==> src/rtl/relu_maxpool_store.sv <==
// ReLU + 2x2 max-pool stage: pools Q4.13 result beats and streams pooled words into feature-map BRAM.
// Build option: define LENET_RELU_EN to clamp negative lanes to zero before pooling.
module relu_maxpool_store #(
  parameter int LANES     = 10,
  parameter int DW        = 17,
  parameter int ADDR_W    = 10,
  parameter int MAX_BEATS = 16
) (
  input  logic                      clk,
  input  logic                      rst_n,
  input  logic                      start,
  input  logic [4:0]                cfg_row_beats,
  input  logic [5:0]                cfg_out_rows,
  input  logic [ADDR_W-1:0]         cfg_base_addr,
  input  logic                      in_vld,
  input  logic [LANES*DW-1:0]       in_data,
  output logic                      wr_en,
  output logic [ADDR_W-1:0]         wr_addr,
  output logic [(LANES/2)*DW-1:0]   wr_data,
  output logic                      busy,
  output logic                      done
);

  localparam int HL = LANES / 2;
  localparam int WO = HL * DW;
  localparam int BW = (MAX_BEATS > 1) ? $clog2(MAX_BEATS) : 1;

  typedef enum logic [1:0] {IDLE, EVEN, ODD, FIN} state_t;

  state_t              state_q, state_d;
  logic [4:0]          row_beats_q, row_beats_d;
  logic [5:0]          out_rows_q, out_rows_d;
  logic [4:0]          beat_cnt_q, beat_cnt_d;
  logic [5:0]          row_cnt_q, row_cnt_d;
  logic [ADDR_W-1:0]   next_addr_q, next_addr_d;
  logic                s1_vld_q, s1_vld_d;
  logic [WO-1:0]       s1_h_q, s1_h_d;
  logic                wr_en_q, wr_en_d;
  logic [ADDR_W-1:0]   wr_addr_q, wr_addr_d;
  logic [WO-1:0]       wr_data_q, wr_data_d;
  logic                busy_q, busy_d;
  logic                done_q, done_d;

  logic [WO-1:0]       h_comb;
  logic [WO-1:0]       v_comb;
  logic [WO-1:0]       rb_rd_q;
  logic                rb_we;
  logic [BW-1:0]       beat_idx;
  logic                last_beat;
  logic [5:0]          row_cnt_inc;

  logic [WO-1:0]       row_buf [MAX_BEATS];

  assign beat_idx    = beat_cnt_q[BW-1:0];
  assign last_beat   = (beat_cnt_q == (row_beats_q - 5'd1));
  assign row_cnt_inc = row_cnt_q + 6'd1;

  // Per output lane: optional clamp, horizontal pair max, then vertical max against the stored even row.
  for (genvar gi = 0; gi < HL; gi++) begin : g_lane
    logic signed [DW-1:0] a, b, a_r, b_r, h, hq, rb;
    assign a = in_data[(2*gi)*DW +: DW];
    assign b = in_data[(2*gi+1)*DW +: DW];
`ifdef LENET_RELU_EN
    assign a_r = a[DW-1] ? '0 : a;
    assign b_r = b[DW-1] ? '0 : b;
`else
    assign a_r = a;
    assign b_r = b;
`endif
    assign h  = (a_r >= b_r) ? a_r : b_r;
    assign h_comb[gi*DW +: DW] = h;
    assign hq = s1_h_q[gi*DW +: DW];
    assign rb = rb_rd_q[gi*DW +: DW];
    assign v_comb[gi*DW +: DW] = (hq >= rb) ? hq : rb;
  end

  // Row buffer: no reset so it maps onto block RAM; read is registered alongside stage 1.
  always_ff @(posedge clk) begin
    if (rb_we) begin
      row_buf[beat_idx] <= h_comb;
    end
    rb_rd_q <= row_buf[beat_idx];
  end

  always_comb begin
    state_d     = state_q;
    row_beats_d = row_beats_q;
    out_rows_d  = out_rows_q;
    beat_cnt_d  = beat_cnt_q;
    row_cnt_d   = row_cnt_q;
    next_addr_d = next_addr_q;
    s1_vld_d    = 1'b0;
    s1_h_d      = h_comb;
    wr_en_d     = s1_vld_q;
    wr_addr_d   = wr_addr_q;
    wr_data_d   = wr_data_q;
    busy_d      = busy_q;
    done_d      = 1'b0;
    rb_we       = 1'b0;

    if (s1_vld_q) begin
      wr_addr_d   = next_addr_q;
      wr_data_d   = v_comb;
      next_addr_d = next_addr_q + ADDR_W'(1);
    end

    case (state_q)
      IDLE: begin
        if (start) begin
          row_beats_d = cfg_row_beats;
          out_rows_d  = cfg_out_rows;
          beat_cnt_d  = '0;
          row_cnt_d   = '0;
          next_addr_d = cfg_base_addr;
          busy_d      = 1'b1;
          state_d     = EVEN;
        end
      end
      EVEN: begin
        if (in_vld) begin
          rb_we = 1'b1;
          if (last_beat) begin
            beat_cnt_d = '0;
            state_d    = ODD;
          end else begin
            beat_cnt_d = beat_cnt_q + 5'd1;
          end
        end
      end
      ODD: begin
        if (in_vld) begin
          s1_vld_d = 1'b1;
          if (last_beat) begin
            beat_cnt_d = '0;
            row_cnt_d  = row_cnt_inc;
            state_d    = (row_cnt_inc == out_rows_q) ? FIN : EVEN;
          end else begin
            beat_cnt_d = beat_cnt_q + 5'd1;
          end
        end
      end
      FIN: begin
        // The final write is on the bus now; done follows it by one cycle.
        if (!s1_vld_q && wr_en_q) begin
          done_d  = 1'b1;
          busy_d  = 1'b0;
          state_d = IDLE;
        end
      end
      default: state_d = IDLE;
    endcase
  end

  always_ff @(posedge clk or negedge rst_n) begin
    if (!rst_n) begin
      state_q     <= IDLE;
      row_beats_q <= '0;
      out_rows_q  <= '0;
      beat_cnt_q  <= '0;
      row_cnt_q   <= '0;
      next_addr_q <= '0;
      s1_vld_q    <= 1'b0;
      s1_h_q      <= '0;
      wr_en_q     <= 1'b0;
      wr_addr_q   <= '0;
      wr_data_q   <= '0;
      busy_q      <= 1'b0;
      done_q      <= 1'b0;
    end else begin
      state_q     <= state_d;
      row_beats_q <= row_beats_d;
      out_rows_q  <= out_rows_d;
      beat_cnt_q  <= beat_cnt_d;
      row_cnt_q   <= row_cnt_d;
      next_addr_q <= next_addr_d;
      s1_vld_q    <= s1_vld_d;
      s1_h_q      <= s1_h_d;
      wr_en_q     <= wr_en_d;
      wr_addr_q   <= wr_addr_d;
      wr_data_q   <= wr_data_d;
      busy_q      <= busy_d;
      done_q      <= done_d;
    end
  end

  assign wr_en   = wr_en_q;
  assign wr_addr = wr_addr_q;
  assign wr_data = wr_data_q;
  assign busy    = busy_q;
  assign done    = done_q;

endmodule
==> config.mk <==
export PLATFORM = sky130hd
export DESIGN_NAME = relu_maxpool_store
export DESIGN_NICKNAME = d
export VERILOG_FILES = /design/src/rtl/relu_maxpool_store.sv
export SDC_FILE = /design/constraint.sdc
export NUM_CORES = 2
export LEC_CHECK = 0
export ABC_AREA = 1
export CAP_MARGIN = 30
export CORE_MARGIN = 4
export CORE_UTILIZATION = 35
export DETAILED_ROUTE_END_ITERATION = 12
export PLACE_DENSITY = 0.49
export SYNTH_ARGS = -nofsm -noshare
export SYNTH_HDL_FRONTEND = slang
export SYNTH_SLANG_ARGS = --single-unit
==> constraint.sdc <==
create_clock -name clk -period 19.8 [get_ports clk]
set_input_delay 3.96 -clock clk [delete_from_list [all_inputs] [get_ports clk]]
set_output_delay 3.96 -clock clk [all_outputs]
set_load 0.01 [all_outputs]
Word level (Yosys, flattened, before mapping). Memories as Yosys holds them, arrays and structs flattened. A register that Yosys moved wholly into a read port is not among the register bits. Cells that the tools add are included.

Register bits: 218. RAM bits: 1360. Output and inout bits: 98. Logic and storage cells: 91. Memories kept: 1.

Add/sub/neg operators: 4. Magnitude comparators: 10. Eq/ne operators: 12. Muxes and demuxes: 39. Reductions and logical operators: 12.

Memory list: row_buf (words 16, bits a word 85, read ports 1, clocked after Yosys merged registers in 1, write ports 1, line 52) `logic [WO-1:0] row_buf [MAX_BEATS];`.

Operators with widths (number): 17-bit greater-or-equal comparator (10); 17-bit 2-to-1 mux (10); 10-bit 2-to-1 mux (3); 6-bit 2-to-1 mux (3); 5-bit 2-to-1 mux (3); 2-bit 2-to-1 mux (7); 2-bit != test, second input constant (6); 6-bit one-hot mux with 2 select lines (1); 10-bit by 1-bit adder with 10-bit output, second input constant (1); 5-bit one-hot mux with 2 select lines (1); 1-bit 2-to-1 mux (9); 2-bit one-hot mux with 4 select lines (1); 6-bit by 1-bit adder with 6-bit output, second input constant (1); 6-bit == test (1); 3-bit AND reduction (2); 6-bit AND reduction (1); 2-bit nonzero test (3); 5-bit by 1-bit adder with 5-bit output, second input constant (1); 5-bit == test (1); 5-bit by 1-bit subtractor with 5-bit output, second input constant (1); 2-bit == test, second input constant (2); 4-bit AND reduction (1); 2-bit by 1-bit == test with 1-bit output, second input constant (1); 2-bit zero test (1); other kinds (6) (6).

Depth between registers and ports, before layout.
Word-level depth: 6. Gate-level depth with buffers: 16. Depth with buffers taken out: 15.

Least setup slack after synthesis. OpenSTA, ideal clock, no wires.

Kind: input to register. Start: in in_vld. End: mem row_buf[15][0] in the netlist's numbering, enable pin. Arrival: 9.771 ns. Slack: 9.397 ns. Stages on the path: 2. Buffers on the path: 0. Cells stage by stage: nand2_1 -> nor3_1.

Longest elaborated chain between the ends: 4.

Ends and longest elaborated chain: start, declared (line 15) `input logic in_vld,`; 1-bit 2-to-1 mux (line 120) `if (in_vld) begin`; 1-bit 2-to-1 mux (line 107) `case (state_q)`; 1-bit 2-to-1 mux (line 79) `if (rb_we) begin`; 1-bit 2-to-1 mux (not written as such) (line 80) `row_buf[beat_idx] <= h_comb;`; end, declared (line 52).

No other way between the ends.

Worst setup path after layout.
Start: in in_vld. End: mem row_buf[6][21] in the netlist's numbering, enable pin.

Same word-level chain as after synthesis.

==> impl_metrics.py <==
metrics = {
    "finish": {
        "final_layout_size_suffix_gt1_frac": 0.0684,
        "nets": 6575,
        "final_common_cell": "edfxtp_1",
        "fin_cells": 8986,
        "fin_util": 0.414,
        "design_area_sq_um": 80900,
        "final_cell_mix": "1360 x edfxtp_1, 1048 x nand2_1, 757 x nor2_1",
        "syn_to_final_growth_pct": 17.5,
    },
    "synthesis": {
        "synth_cells": 5972,
        "syn_nets": 6348,
        "synth_async_sr_flop_share": 0.131,
        "ys_types": 44,
        "synth.yosys.seq_area_share": 0.697,
        "avgSynthCellArea_sq_um": 11.5,
        "yosys_warnings": 0,
        "syn_area_sq_um": 68900,
        "synth_edf_count": 1360,
        "synth_ff_type": "edfxtp_1",
        "synth-seq-cells": 1663,
    },
    "cts": {
        "cts.htree.levels": 4,
        "path_clk_slew_ns": 0.06,
        "hold_buffers": 0,
        "cts_buffer_depth": 3,
        "postCtsSetupBuffers": 0,
        "cts_buffers": 180,
        "clock_tree.root_cell": "clkbuf_16",
        "cts_sinks": 1663,
        "cts.repair.resized": 0,
        "worst_skew_pair.late_latency_ns": 0.82,
        "tritoncts": "built",
    },
    "die": {
        "die_w_microns": 452,
        "io_pins": 293,
        "rows": 162,
        "die_area_sq_um": 204000,
        "design.core.area_sq_um": 195000,
        "start_util": 0.353,
        "die_h_microns": 452,
    },
    "worst_setup_path": {
        "crit_path_end_kind": "flop",
        "critPathMaxStageDelay_ns": 0.74,
        "arrival_ns": 7.31,
        "start_kind": "input port",
        "crit_type": "in2reg",
        "critPathBufInv": 4,
        "slowest_stage": "buf_4",
        "cp_max_fo": 39,
        "crit_family": "buffers and inverters",
        "critPathRequiredTime_ns": 20.21,
        "path_cells": "clkdlybuf4s50_1, nand2_1, inv_1, nand2_1, nor2_4, buf_4, buf_4",
    },
    "timing": {
        "rsz0062_at_grt": "no",
        "hold_viol": 0,
        "tns_ns": 0,
        "tightest_slew_ns": 1.03,
        "period_minus_slack_ns": 6.90,
        "fmax_mhz": 145,
        "finalCritPeriodShare": 0.348,
        "maxSlewViolCount": 0,
        "setup_viol": 0,
        "final.setup_skew_ns": 0.0532,
        "slew-limit-headroom": 0.316,
    },
    "placement": {
        "placed_area_sq_um": 74500,
        "io_buffers": 292,
        "routabilityCongestion": 0.811,
        "hpwl_mm": 109,
        "dp.cells": 8640,
    },
    "grt": {
        "grt_use_met1": 0.268,
        "grt_use_met2": 0.307,
        "grt_pass1_wl_mm": 293,
        "antenna_found_initial": 8,
        "overflow": 0,
        "grt_max_degree": 173,
        "use_met3": 0.0293,
        "busiest_layer": "met2",
        "track_usage": 0.189,
        "grt_pass1_vias": 45018,
    },
    "flow_run": {
        "maxCapViolCount": 0,
    },
    "routing": {
        "dr.pass1.iters": 6,
        "drt-total-wl_mm": 196,
        "drt_iter0_markers": 3810,
        "vias": 45944,
        "vias_per_cell": 5.11,
        "drc_errors": 0,
        "ant_nets": 0,
        "wl_per_cell_microns": 21.9,
    },
    "pwr": {
        "power-per-cell-area_nw_per_um2": 141,
        "p_leak_nw": 30.0,
        "ir_worst_vdd_v": 0.0000930,
        "finalPower_mw": 11.4,
    },
    "min_path": {
        "hp-class": "reg2reg",
    },
    "status": {
        "status": "complete, no violations",
    },
}
[cell usage after synthesis, drive strengths merged, types with 2 or more instances]
cell,number,share of area
ha,181,0.033
clkinv,2,0.00011
nand2,1069,0.059
buf,121,0.0096
xnor2,6,0.00076
a21oi,66,0.0050
nor2,777,0.042
edfxtp,1360,0.59
a21o,12,0.0013
inv,357,0.019
nand4,116,0.011
nor3,23,0.0020
o22ai,342,0.031
dfrtp,218,0.079
clkbuf,198,0.011
xor2,10,0.0013
o21bai,5,0.00054
nand3b,4,0.00044
dfxtp,85,0.025
o21ai,722,0.053
o31ai,3,0.00033
nand3,287,0.021
[cells by family after synthesis]
family / count (synthesis) / share of synthesized area
and+or+nand+nor: 2278 / 0.137
DFF: 1663 / 0.697
AOI/OAI and AO/OA: 1154 / 0.0912
buffers and inverters: 678 / 0.0399
adders and majority gates: 181 / 0.0329
xor gates and xnor gates: 17 / 0.00236
muxes: 1 / 0.000145
[stage by stage]
step	setup slack, ns	hold slack [ns]
5_1_grt	12.79	0.501
6_report	12.90	0.472
3_5_place_dp	12.09	0.462
2_1_floorplan	9.40	0.349
4_1_cts	12.96	0.477
3_3_place_gp	12.15	0.458
[sequential cells by signal, indices dropped and copies added, names as in the netlist, 6 cells and up]
name,cells
row_buf,1360
rb_rd_q,85
s1_h_q,85
wr_data,85
next_addr_q,10
wr_addr,10
out_rows_q,6
row_cnt_q,6
[worst reg2reg max path, cell delays in order, from the launching register on]
cell	delay, ns
dfrtp_4	0.49
buf_4	0.58
buf_4	0.81
buf_12	0.66
buf_4	0.94
o21ai_0	0.24
o22ai_1	0.32
nand2_1	0.12
nand4_1	0.17
[report_power, final]
| part | switching, mW | internal (mW) |
|---|---|---|
| registers | 0.186 | 4.23 |
| clock network | 1.44 | 2.09 |
| logic | 2.38 | 1.06 |
[path summary, 6_finish.rpt]
kind,cells after the start,slack [ns],startpoint,end
max in group asynchronous,4,14.03,rst_n,s1_h_q[38]$_DFF_PN0_
min in group asynchronous,1,3.13,rst_n,row_cnt_q[0]$_DFFE_PN0P_
worst max register to register,8,15.39,beat_cnt_q[0]$_DFFE_PN0P_,rb_rd_q[23]$_DFF_P_
worst min register to register,2,0.47,wr_addr[8]$_DFFE_PN0P_,wr_addr[8]$_DFFE_PN0P_
worst min-delay path,2,0.47,wr_addr[8]$_DFFE_PN0P_,wr_addr[8]$_DFFE_PN0P_
worst max-delay path,7,12.90,in_vld,row_buf[6][21]$_DFFE_PP_
[cell type report]
type / instances / area, sq um
Sequential cell: 1663 / 48000
Inverter: 359 / 1370
Multi-Input combinational cell: 3631 / 18300
Tap cell: 2624 / 3280
Clock buffer: 246 / 5110
Antenna cell: 4 / 10.0
Timing Repair Buffer: 364 / 3630
Clock inverter: 95 / 1230
Fill cell: 18615 / 114000
[routing by layer]
| layer | wire [microns] | vias to the layer above |
|---|---|---|
| li1 | - | 21592 |
| met1 | 91400 | 22945 |
| met2 | 91800 | 1177 |
| met3 | 9880 | 230 |
| met4 | 3450 | 0 |
| met5 | 0 | - |
(Power assumes the default switching activity.)
